## src/rtl/otg_bus_responder_pkg.sv

```systemverilog
// Shared types and constants for the OTG parallel-bus responder.
// State encodings, bus bit positions and the error read value.
package otg_bus_responder_pkg;

  typedef enum logic [2:0] {
    S_IDLE  = 3'd0,
    S_FETCH = 3'd1,
    S_RD_LO = 3'd2,
    S_RD_HI = 3'd3,
    S_WR_LO = 3'd4,
    S_WR_HI = 3'd5
  } state_t;

  localparam int CMD_DIR_BIT   = 7;
  localparam int ADDR_CMD_BIT  = 0;
  localparam int ADDR_UNIT_BIT = 1;

  localparam logic [15:0] ERR_RDATA = 16'hFFFF;

  function automatic logic is_wide(
    input logic [6:0] idx,
    input logic [6:0] lim
  );
    return idx < lim;
  endfunction

endpackage

```

## src/rtl/otg_bus_responder_if.sv

```systemverilog
// OTG 16-bit parallel bus pins as seen by initiator and responder.
// Strobes are active-low and asynchronous to the responder clock.
interface otg_bus_responder_if;

  logic        otg_cs_n;
  logic        otg_rd_n;
  logic        otg_wr_n;
  logic [1:0]  otg_addr;
  logic [15:0] otg_data_in;
  logic [15:0] otg_data_out;
  logic        otg_data_oe;

  modport master (
    output otg_cs_n,
    output otg_rd_n,
    output otg_wr_n,
    output otg_addr,
    output otg_data_in,
    input  otg_data_out,
    input  otg_data_oe
  );

  modport slave (
    input  otg_cs_n,
    input  otg_rd_n,
    input  otg_wr_n,
    input  otg_addr,
    input  otg_data_in,
    output otg_data_out,
    output otg_data_oe
  );

endinterface

```

## src/rtl/otg_strobe_sync.sv

```systemverilog
// Brings the bus strobes into the clk domain and derives
// read/write activity plus their edge pulses.
module otg_strobe_sync (
  input  logic clk,
  input  logic reset,
  input  logic cs_n,
  input  logic rd_n,
  input  logic wr_n,
  output logic wr_act,
  output logic rd_rise,
  output logic rd_fall,
  output logic wr_fall,
  output logic conflict
);

  logic [1:0] cs_ff;
  logic [1:0] rd_ff;
  logic [1:0] wr_ff;
  logic       rd_act;
  logic       both;
  logic       rd_q;
  logic       wr_q;
  logic       both_q;

  always_ff @(posedge clk) begin
    if (reset) begin
      cs_ff  <= 2'b11;
      rd_ff  <= 2'b11;
      wr_ff  <= 2'b11;
      rd_q   <= 1'b0;
      wr_q   <= 1'b0;
      both_q <= 1'b0;
    end else begin
      cs_ff  <= {cs_ff[0], cs_n};
      rd_ff  <= {rd_ff[0], rd_n};
      wr_ff  <= {wr_ff[0], wr_n};
      rd_q   <= rd_act;
      wr_q   <= wr_act;
      both_q <= both;
    end
  end

  // Both strobes low at once: neither side acts.
  assign both     = ~cs_ff[1] & ~rd_ff[1] & ~wr_ff[1];
  assign rd_act   = ~cs_ff[1] & ~rd_ff[1] & wr_ff[1];
  assign wr_act   = ~cs_ff[1] & ~wr_ff[1] & rd_ff[1];
  assign rd_rise  = rd_act & ~rd_q;
  assign rd_fall  = ~rd_act & rd_q;
  assign wr_fall  = ~wr_act & wr_q;
  assign conflict = both & ~both_q;

endmodule

```

## src/rtl/otg_bus_responder.sv

```systemverilog
// Responder side of the ISP1362-style OTG bus: turns command/data
// port cycles into single-cycle local register reads and writes.
module otg_bus_responder
  import otg_bus_responder_pkg::*;
#(
  parameter logic [6:0]  WIDE_LIMIT     = 7'h20,
  parameter logic [15:0] CHIP_ID        = 16'h3630,
  parameter bit          INT_ACTIVE_LOW = 1'b1
) (
  input  logic               clk,
  input  logic               reset,
  otg_bus_responder_if.slave bus,
  output logic               otg_int0,
  output logic               otg_int1,
  output logic               reg_unit,
  output logic [6:0]         reg_index,
  output logic               reg_we,
  output logic [31:0]        reg_wdata,
  output logic               reg_re,
  input  logic [31:0]        reg_rdata,
  input  logic               reg_rvalid,
  input  logic               irq_hc,
  input  logic               irq_dc,
  output logic               err
);

  state_t      state_q, state_d;
  logic        unit_q, unit_d;
  logic [6:0]  index_q, index_d;
  logic [31:0] shadow_q, shadow_d;
  logic [31:0] wdata_q, wdata_d;
  logic        we_q, we_d;
  logic        re_q, re_d;
  logic        err_q, err_d;
  logic [15:0] dout_q, dout_d;
  logic        oe_q, oe_d;
  logic [1:0]  cap_addr_q, cap_addr_d;
  logic [15:0] cap_data_q, cap_data_d;
  logic        rd_ok_q, rd_ok_d;
  logic        int0_q, int1_q;

  logic wr_act;
  logic rd_rise;
  logic rd_fall;
  logic wr_fall;
  logic conflict;

  logic wide;
  logic rd_cmd;
  logic rd_good;
  logic rd_bad;
  logic rd_in_state;

  otg_strobe_sync u_sync (
    .clk      (clk),
    .reset    (reset),
    .cs_n     (bus.otg_cs_n),
    .rd_n     (bus.otg_rd_n),
    .wr_n     (bus.otg_wr_n),
    .wr_act   (wr_act),
    .rd_rise  (rd_rise),
    .rd_fall  (rd_fall),
    .wr_fall  (wr_fall),
    .conflict (conflict)
  );

  assign wide        = is_wide(index_q, WIDE_LIMIT);
  assign rd_cmd      = bus.otg_addr[ADDR_CMD_BIT];
  assign rd_in_state = (state_q == S_RD_LO)
                     | (state_q == S_RD_HI);
  assign rd_good     = ~rd_cmd & rd_in_state
                     & (bus.otg_addr[ADDR_UNIT_BIT] == unit_q);
  assign rd_bad      = ~rd_cmd & ~rd_good;

  always_ff @(posedge clk) begin
    if (reset) state_q <= S_IDLE;
    else       state_q <= state_d;
  end

  always_comb begin
    state_d    = state_q;
    unit_d     = unit_q;
    index_d    = index_q;
    shadow_d   = shadow_q;
    wdata_d    = wdata_q;
    we_d       = 1'b0;
    re_d       = 1'b0;
    err_d      = conflict;
    dout_d     = dout_q;
    oe_d       = oe_q;
    cap_addr_d = cap_addr_q;
    cap_data_d = cap_data_q;
    rd_ok_d    = rd_ok_q;

    if (wr_act) begin
      cap_addr_d = bus.otg_addr;
      cap_data_d = bus.otg_data_in;
    end

    if (state_q == S_FETCH && reg_rvalid) begin
      shadow_d = reg_rdata;
      state_d  = S_RD_LO;
    end

    // A command write wins over anything in flight.
    if (wr_fall) begin
      if (cap_addr_q[ADDR_CMD_BIT]) begin
        unit_d  = cap_addr_q[ADDR_UNIT_BIT];
        index_d = cap_data_q[6:0];
        if (cap_data_q[CMD_DIR_BIT]) begin
          state_d = S_WR_LO;
        end else begin
          re_d    = 1'b1;
          state_d = S_FETCH;
        end
      end else if (cap_addr_q[ADDR_UNIT_BIT] != unit_q) begin
        err_d = 1'b1;
      end else begin
        case (state_q)
          S_WR_LO: begin
            shadow_d[15:0] = cap_data_q;
            if (wide) begin
              state_d = S_WR_HI;
            end else begin
              we_d    = 1'b1;
              wdata_d = {16'h0000, cap_data_q};
              state_d = S_IDLE;
            end
          end
          S_WR_HI: begin
            shadow_d[31:16] = cap_data_q;
            we_d    = 1'b1;
            wdata_d = {cap_data_q, shadow_q[15:0]};
            state_d = S_IDLE;
          end
          default: err_d = 1'b1;
        endcase
      end
    end

    if (rd_rise) begin
      oe_d = 1'b1;
      unique case (1'b1)
        rd_cmd: begin
          dout_d  = CHIP_ID;
          rd_ok_d = 1'b0;
        end
        rd_good: begin
          dout_d  = (state_q == S_RD_LO) ? shadow_q[15:0]
                                         : shadow_q[31:16];
          rd_ok_d = 1'b1;
        end
        rd_bad: begin
          dout_d  = ERR_RDATA;
          rd_ok_d = 1'b0;
          err_d   = 1'b1;
        end
      endcase
    end

    if (rd_fall) begin
      oe_d    = 1'b0;
      rd_ok_d = 1'b0;
      if (rd_ok_q) begin
        case (state_q)
          S_RD_LO: state_d = wide ? S_RD_HI : S_IDLE;
          S_RD_HI: state_d = S_IDLE;
          default: state_d = state_q;
        endcase
      end
    end
  end

  always_ff @(posedge clk) begin
    if (reset) begin
      unit_q     <= 1'b0;
      index_q    <= 7'h00;
      shadow_q   <= 32'h0;
      wdata_q    <= 32'h0;
      we_q       <= 1'b0;
      re_q       <= 1'b0;
      err_q      <= 1'b0;
      dout_q     <= 16'h0;
      oe_q       <= 1'b0;
      cap_addr_q <= 2'b00;
      cap_data_q <= 16'h0;
      rd_ok_q    <= 1'b0;
      int0_q     <= INT_ACTIVE_LOW;
      int1_q     <= INT_ACTIVE_LOW;
    end else begin
      unit_q     <= unit_d;
      index_q    <= index_d;
      shadow_q   <= shadow_d;
      wdata_q    <= wdata_d;
      we_q       <= we_d;
      re_q       <= re_d;
      err_q      <= err_d;
      dout_q     <= dout_d;
      oe_q       <= oe_d;
      cap_addr_q <= cap_addr_d;
      cap_data_q <= cap_data_d;
      rd_ok_q    <= rd_ok_d;
      int0_q     <= irq_hc ^ INT_ACTIVE_LOW;
      int1_q     <= irq_dc ^ INT_ACTIVE_LOW;
    end
  end

  assign bus.otg_data_out = dout_q;
  assign bus.otg_data_oe  = oe_q;
  assign otg_int0         = int0_q;
  assign otg_int1         = int1_q;
  assign reg_unit         = unit_q;
  assign reg_index        = index_q;
  assign reg_we           = we_q;
  assign reg_wdata        = wdata_q;
  assign reg_re           = re_q;
  assign err              = err_q;

endmodule

```

## src/flat_wrapper.sv

```systemverilog
// flat-port wrapper written by rule: the top's interface ports become plain ports
module otg_bus_responder_flat import otg_bus_responder_pkg::*;
#(
  parameter logic [6:0]  WIDE_LIMIT     = 7'h20,
  parameter logic [15:0] CHIP_ID        = 16'h3630,
  parameter bit          INT_ACTIVE_LOW = 1'b1
)
  (clk, reset, otg_int0, otg_int1, reg_unit, reg_index, reg_we, reg_wdata, reg_re, reg_rdata, reg_rvalid, irq_hc, irq_dc, err, bus_otg_cs_n, bus_otg_rd_n, bus_otg_wr_n, bus_otg_addr, bus_otg_data_in, bus_otg_data_out, bus_otg_data_oe);
  otg_bus_responder_if bus_i ();
  input  logic clk;
  input  logic reset;
  output logic otg_int0;
  output logic otg_int1;
  output logic reg_unit;
  output logic [6:0] reg_index;
  output logic reg_we;
  output logic [31:0] reg_wdata;
  output logic reg_re;
  input  logic [31:0] reg_rdata;
  input  logic reg_rvalid;
  input  logic irq_hc;
  input  logic irq_dc;
  output logic err;
  input wire logic [$bits(bus_i.otg_cs_n)-1:0] bus_otg_cs_n;
  input wire logic [$bits(bus_i.otg_rd_n)-1:0] bus_otg_rd_n;
  input wire logic [$bits(bus_i.otg_wr_n)-1:0] bus_otg_wr_n;
  input wire logic [$bits(bus_i.otg_addr)-1:0] bus_otg_addr;
  input wire logic [$bits(bus_i.otg_data_in)-1:0] bus_otg_data_in;
  output wire logic [$bits(bus_i.otg_data_out)-1:0] bus_otg_data_out;
  output wire logic [$bits(bus_i.otg_data_oe)-1:0] bus_otg_data_oe;
  assign bus_i.otg_cs_n = bus_otg_cs_n;
  assign bus_i.otg_rd_n = bus_otg_rd_n;
  assign bus_i.otg_wr_n = bus_otg_wr_n;
  assign bus_i.otg_addr = bus_otg_addr;
  assign bus_i.otg_data_in = bus_otg_data_in;
  assign bus_otg_data_out = bus_i.otg_data_out;
  assign bus_otg_data_oe = bus_i.otg_data_oe;
  otg_bus_responder #(.WIDE_LIMIT(WIDE_LIMIT), .CHIP_ID(CHIP_ID), .INT_ACTIVE_LOW(INT_ACTIVE_LOW)) u_core (.clk(clk), .reset(reset), .bus(bus_i), .otg_int0(otg_int0), .otg_int1(otg_int1), .reg_unit(reg_unit), .reg_index(reg_index), .reg_we(reg_we), .reg_wdata(reg_wdata), .reg_re(reg_re), .reg_rdata(reg_rdata), .reg_rvalid(reg_rvalid), .irq_hc(irq_hc), .irq_dc(irq_dc), .err(err));
endmodule
```

## config.mk

```make
export PLATFORM = sky130hd
export DESIGN_NAME = otg_bus_responder_flat
export DESIGN_NICKNAME = d
export VERILOG_FILES = /design/src/rtl/otg_bus_responder_pkg.sv /design/src/rtl/otg_bus_responder_if.sv /design/src/rtl/otg_strobe_sync.sv /design/src/rtl/otg_bus_responder.sv /design/src/flat_wrapper.sv
export SDC_FILE = /design/constraint.sdc
export NUM_CORES = 1
export LEC_CHECK = 0
export BUFFER_PORTS_ARGS = -buffer_cell sky130_fd_sc_hd__buf_2
export CAP_MARGIN = 20
export CELL_PAD_IN_SITES_DETAIL_PLACEMENT = 1
export CELL_PAD_IN_SITES_GLOBAL_PLACEMENT = 1
export CORE_MARGIN = 2
export CORE_UTILIZATION = 40
export CTS_BUF_LIST = sky130_fd_sc_hd__clkbuf_16
export DETAILED_ROUTE_END_ITERATION = 16
export PLACE_DENSITY = 0.89
export REMOVE_ABC_BUFFERS = 1
export SETUP_SLACK_MARGIN = 0.3
export SYNTH_ARGS = -nofsm -noshare
export SYNTH_HDL_FRONTEND = slang
export SYNTH_SLANG_ARGS = --single-unit
```

## constraint.sdc

```tcl
create_clock -name clk -period 2.28 [get_ports clk]
set_clock_uncertainty 0.1 [all_clocks]
set_input_delay 0.114 -clock clk [delete_from_list [all_inputs] [get_ports clk]]
set_output_delay 0.114 -clock clk [all_outputs]
set_load 0.01 [all_outputs]
```

==> results.py <==
metrics = {
    "die": {
        "io_pins": 120,
        "row_count": 42,
        "design.die.area_sq_mm": 0.0145,
        "die-height_microns": 120,
        "coreArea_sq_mm": 0.0132,
        "start_util": 0.408,
        "die_x_microns": 120,
    },
    "logic_synthesis": {
        "netlist_instances": 616,
        "yosysWarnings": 0,
        "ys.flop_type": "dfxtp_1",
        "syn_area_sq_mm": 0.00541,
        "synth-edff-count": 0,
        "yosys_register_bits": 125,
        "synthTopCellsByArea": "dfxtp_1, nand2_1, mux2i_1",
        "ys_async_sr_fraction": 0,
        "synth_top_area_frac": 0.463,
        "yosysUniqueCellTypes": 49,
        "yosysTopAreaCell": "dfxtp_1",
        "avgSynthCellArea_sq_um": 8.78,
        "yosysSeqAreaShare": 0.463,
    },
    "clock_network": {
        "numCtsBuffers": 17,
        "htree_levels": 4,
        "cts_tree": "done",
        "clock_latency_ns": 0.43,
        "clk_transition_reported_paths_ns": 0.06,
        "cts.sinks": 125,
        "clockBufferDepth": 2,
        "clock_tree.root_cell": "clkbuf_16",
    },
    "routing": {
        "ant_nets": 0,
        "dr.pass1.iters": 5,
        "avgViaCountPerCell": 5.96,
        "drtIter0Drc": 572,
        "post_drt_wl_per_cell_microns": 23.3,
        "wl_mm": 22.3,
        "route.detailed.drc": 0,
        "num_vias": 5702,
    },
    "finish": {
        "nNetsFinal": 826,
        "final_area_sq_mm": 0.00729,
        "utilization": 0.551,
        "n_antenna_cell": 0,
        "fillers": 1547,
        "drive_gt1_frac": 0.310,
        "syn_to_final_growth_pct": 34.8,
        "instances_no_fill": 957,
    },
    "min_path": {
        "hp-class": "input port to flop",
        "hold_start": "reg_rdata[3]",
        "hold_depth": 4,
    },
    "sta": {
        "relSlewSlack": 0.493,
        "finalCritPeriodShare": 0.913,
        "slew_violations": 0,
        "worst_slack_ns": 0.199,
        "fmax_mhz": 480,
        "fin_setup_tns_ns": 0,
        "hold_viol": 0,
        "fin_crit_ns": 2.08,
        "setup_violations": 0,
        "worst_pin_slew_ns": 0.757,
        "rsz0062_at_grt": "true",
    },
    "worst_setup_path": {
        "cp_max_fo": 12,
        "r2r.worst_path.cells": 5,
        "r2r_start": "u_core.u_sync.rd_ff[1]",
        "path_delay_family": "simple AND/OR/NAND/NOR gates",
        "slowest_delay_ns": 0.46,
        "end_kind": "flop",
        "arrival_ns": 2.28,
        "path_buf_inv": 1,
        "critPathLaunchType": "flop",
        "r2r_slack_ns": 0.20,
        "cp_slowest_cell": "or3b_4",
        "critPathKind": "flop to flop",
        "r2r_end": "u_core.shadow_q[30]",
        "worstPathRequired_ns": 2.48,
        "path_cells": "or3b_4 > nand4_1 > buf_4 > nor3_1 > a211oi_1",
        "endpoint": "u_core.shadow_q[30]",
        "crit_cells": 5,
        "worstSetupStartpoint": "u_core.u_sync.rd_ff[1]",
    },
    "placed_design": {
        "dp_worst_setup_slack_ns": 0.119,
        "place_hpwl_mm": 11.9,
        "place_area_sq_mm": 0.00623,
        "port-buffer-count": 119,
        "dp_cells": 884,
        "routabilityCongestion": 0.856,
    },
    "grt": {
        "track_usage": 0.292,
        "grt_pass1_wl_mm": 32.4,
        "grt_overflow": 0,
        "antenna_found_initial": 1,
        "grt_start_max_net_pins": 54,
        "grt_pass1_vias": 5932,
    },
    "power": {
        "ir_drop_mv": 0.573,
        "leakage_uw": 0.00277,
        "powerDensity_mw_per_mm2": 706,
    },
    "run": {
        "cap_violations": 0,
    },
    "outcome": {
        "outcome": "complete, no violations",
    },
}
[logic make-up after synthesis]
group	share of synthesized area
buffers and inverters	0.0490
flip-flops	0.463
XOR/XNOR	0.00324
AND/OR/NAND/NOR	0.224
AO/OA/AOI/OAI	0.154
multiplexers	0.107
[per-stage QoR]
step / hold WS, ns / power, uW
2_1_floorplan: 0.0819 / 2290
3_3_place_gp: 0.183 / 2400
3_5_place_dp: 0.188 / 2400
4_1_cts: 0.00650 / 5110
5_1_grt: 0.0281 / 5250
6_report: 0.00850 / 5150
[synthesized netlist by cell type (all sizes together), types with 2 or more instances]
master and instances:
a211oi 16, a21oi 46, a22oi 2, a311oi 16, a31oi 8, a32o 11
buf 22, clkbuf 31, dfxtp 125, mux2 16, mux2i 40, nand2 163
nand2b 2, nand3 28, nand4 2, nor2 22, nor2b 3, nor3 22
nor3b 4, nor4 2, o21ai 6, or2 7, or3b 4
[sequential cells by signal (all words and copies together) (netlist names)]
name and flops:
u_core.reg_wdata 32, u_core.shadow_q 32, u_core.bus.otg_data_out 16, u_core.cap_data_q 16, u_core.reg_index 7, u_core.state_q 3
u_core.cap_addr_q 2, u_core.u_sync.cs_ff 2, u_core.u_sync.rd_ff 2, u_core.u_sync.wr_ff 2, u_core.bus.otg_data_oe 1, u_core.err 1
u_core.otg_int0 1, u_core.otg_int1 1, u_core.rd_ok_q 1, u_core.reg_re 1, u_core.reg_unit 1, u_core.reg_we 1
u_core.u_sync.both_q 1, u_core.u_sync.rd_q 1, u_core.u_sync.wr_q 1
[what timing repair did]
item,CTS,global route
resized for setup,6,15
hold buffers,34,0
gates cloned,1,1
pin swaps,3,2
hold endpoints to repair,40,0
setup endpoints to repair,79,68
buffers inserted,4,1
[per-layer routing]
| metal | global-route usage | up-vias | share of wire |
|---|---|---|---|
| met5 | 0 | - | 0.0011 |
| met1 | 0.336 | 2756 | 0.39 |
| li1 | - | 2460 | - |
| met3 | 0.0660 | 106 | 0.075 |
| met4 | 0.172 | 2 | 0.052 |
| met2 | 0.498 | 378 | 0.48 |
[power breakdown]
part | internal, uW | leakage (uW) | switching (uW) | total, uW
clock | 1700 | 0.000295 | 1050 | 2740
sequential | 2200 | 0.00101 | 12.7 | 2210
combinational | 97.1 | 0.00146 | 102 | 199
[layout by cell type (no fill, tap or decap), types with 2 or more instances in the layout]
cell type	n
nor3b_2	2
or2_2	6
a32o_1	11
clkbuf_16	18
clkinv_1	3
a22oi_1	2
nor3_1	20
buf_2	118
nor2b_1	2
dfxtp_1	118
a311oi_2	16
bufinv_16	3
buf_6	2
mux2i_1	40
o21ai_0	6
dlygate4sd3_1	34
a211oi_1	15
clkinv_2	3
buf_12	3
nand2b_1	2
buf_4	27
a31oi_1	8
clkinv_4	3
nand3_1	27
nand2_1	163
dfxtp_2	6
a21oi_1	46
nor2_1	22
mux2_2	16
or3b_4	2
nor3b_1	2
inv_1	4
nand4_1	2
[final cells by class]
class	count	area [sq um]	area share
Multi-Input combinational cell	437	2730	0.374
Sequential cell	125	2510	0.345
Timing Repair Buffer	185	1240	0.170
Clock buffer	17	425	0.0583
Tap cell	176	220	0.0302
Clock inverter	15	158	0.0216
Inverter	2	7.51	0.00103
[worst min-delay path, stage by stage]
cell and delay, ns:
buf_2 0.08, mux2_2 0.13, nand2_1 0.05, mux2i_1 0.11
[how the worst min path moves through the flow]
stage | slack [ns] | end
finish | 0.009 | u_core.shadow_q[3]
global route | 0.03 | u_core.shadow_q[3]
detailed placement | 0.19 | u_core.otg_int0
global placement | 0.18 | u_core.otg_int1
floorplan | 0.08 | u_core.reg_wdata[0]
CTS | 0.007 | u_core.shadow_q[23]
(Power assumes the default switching activity.)
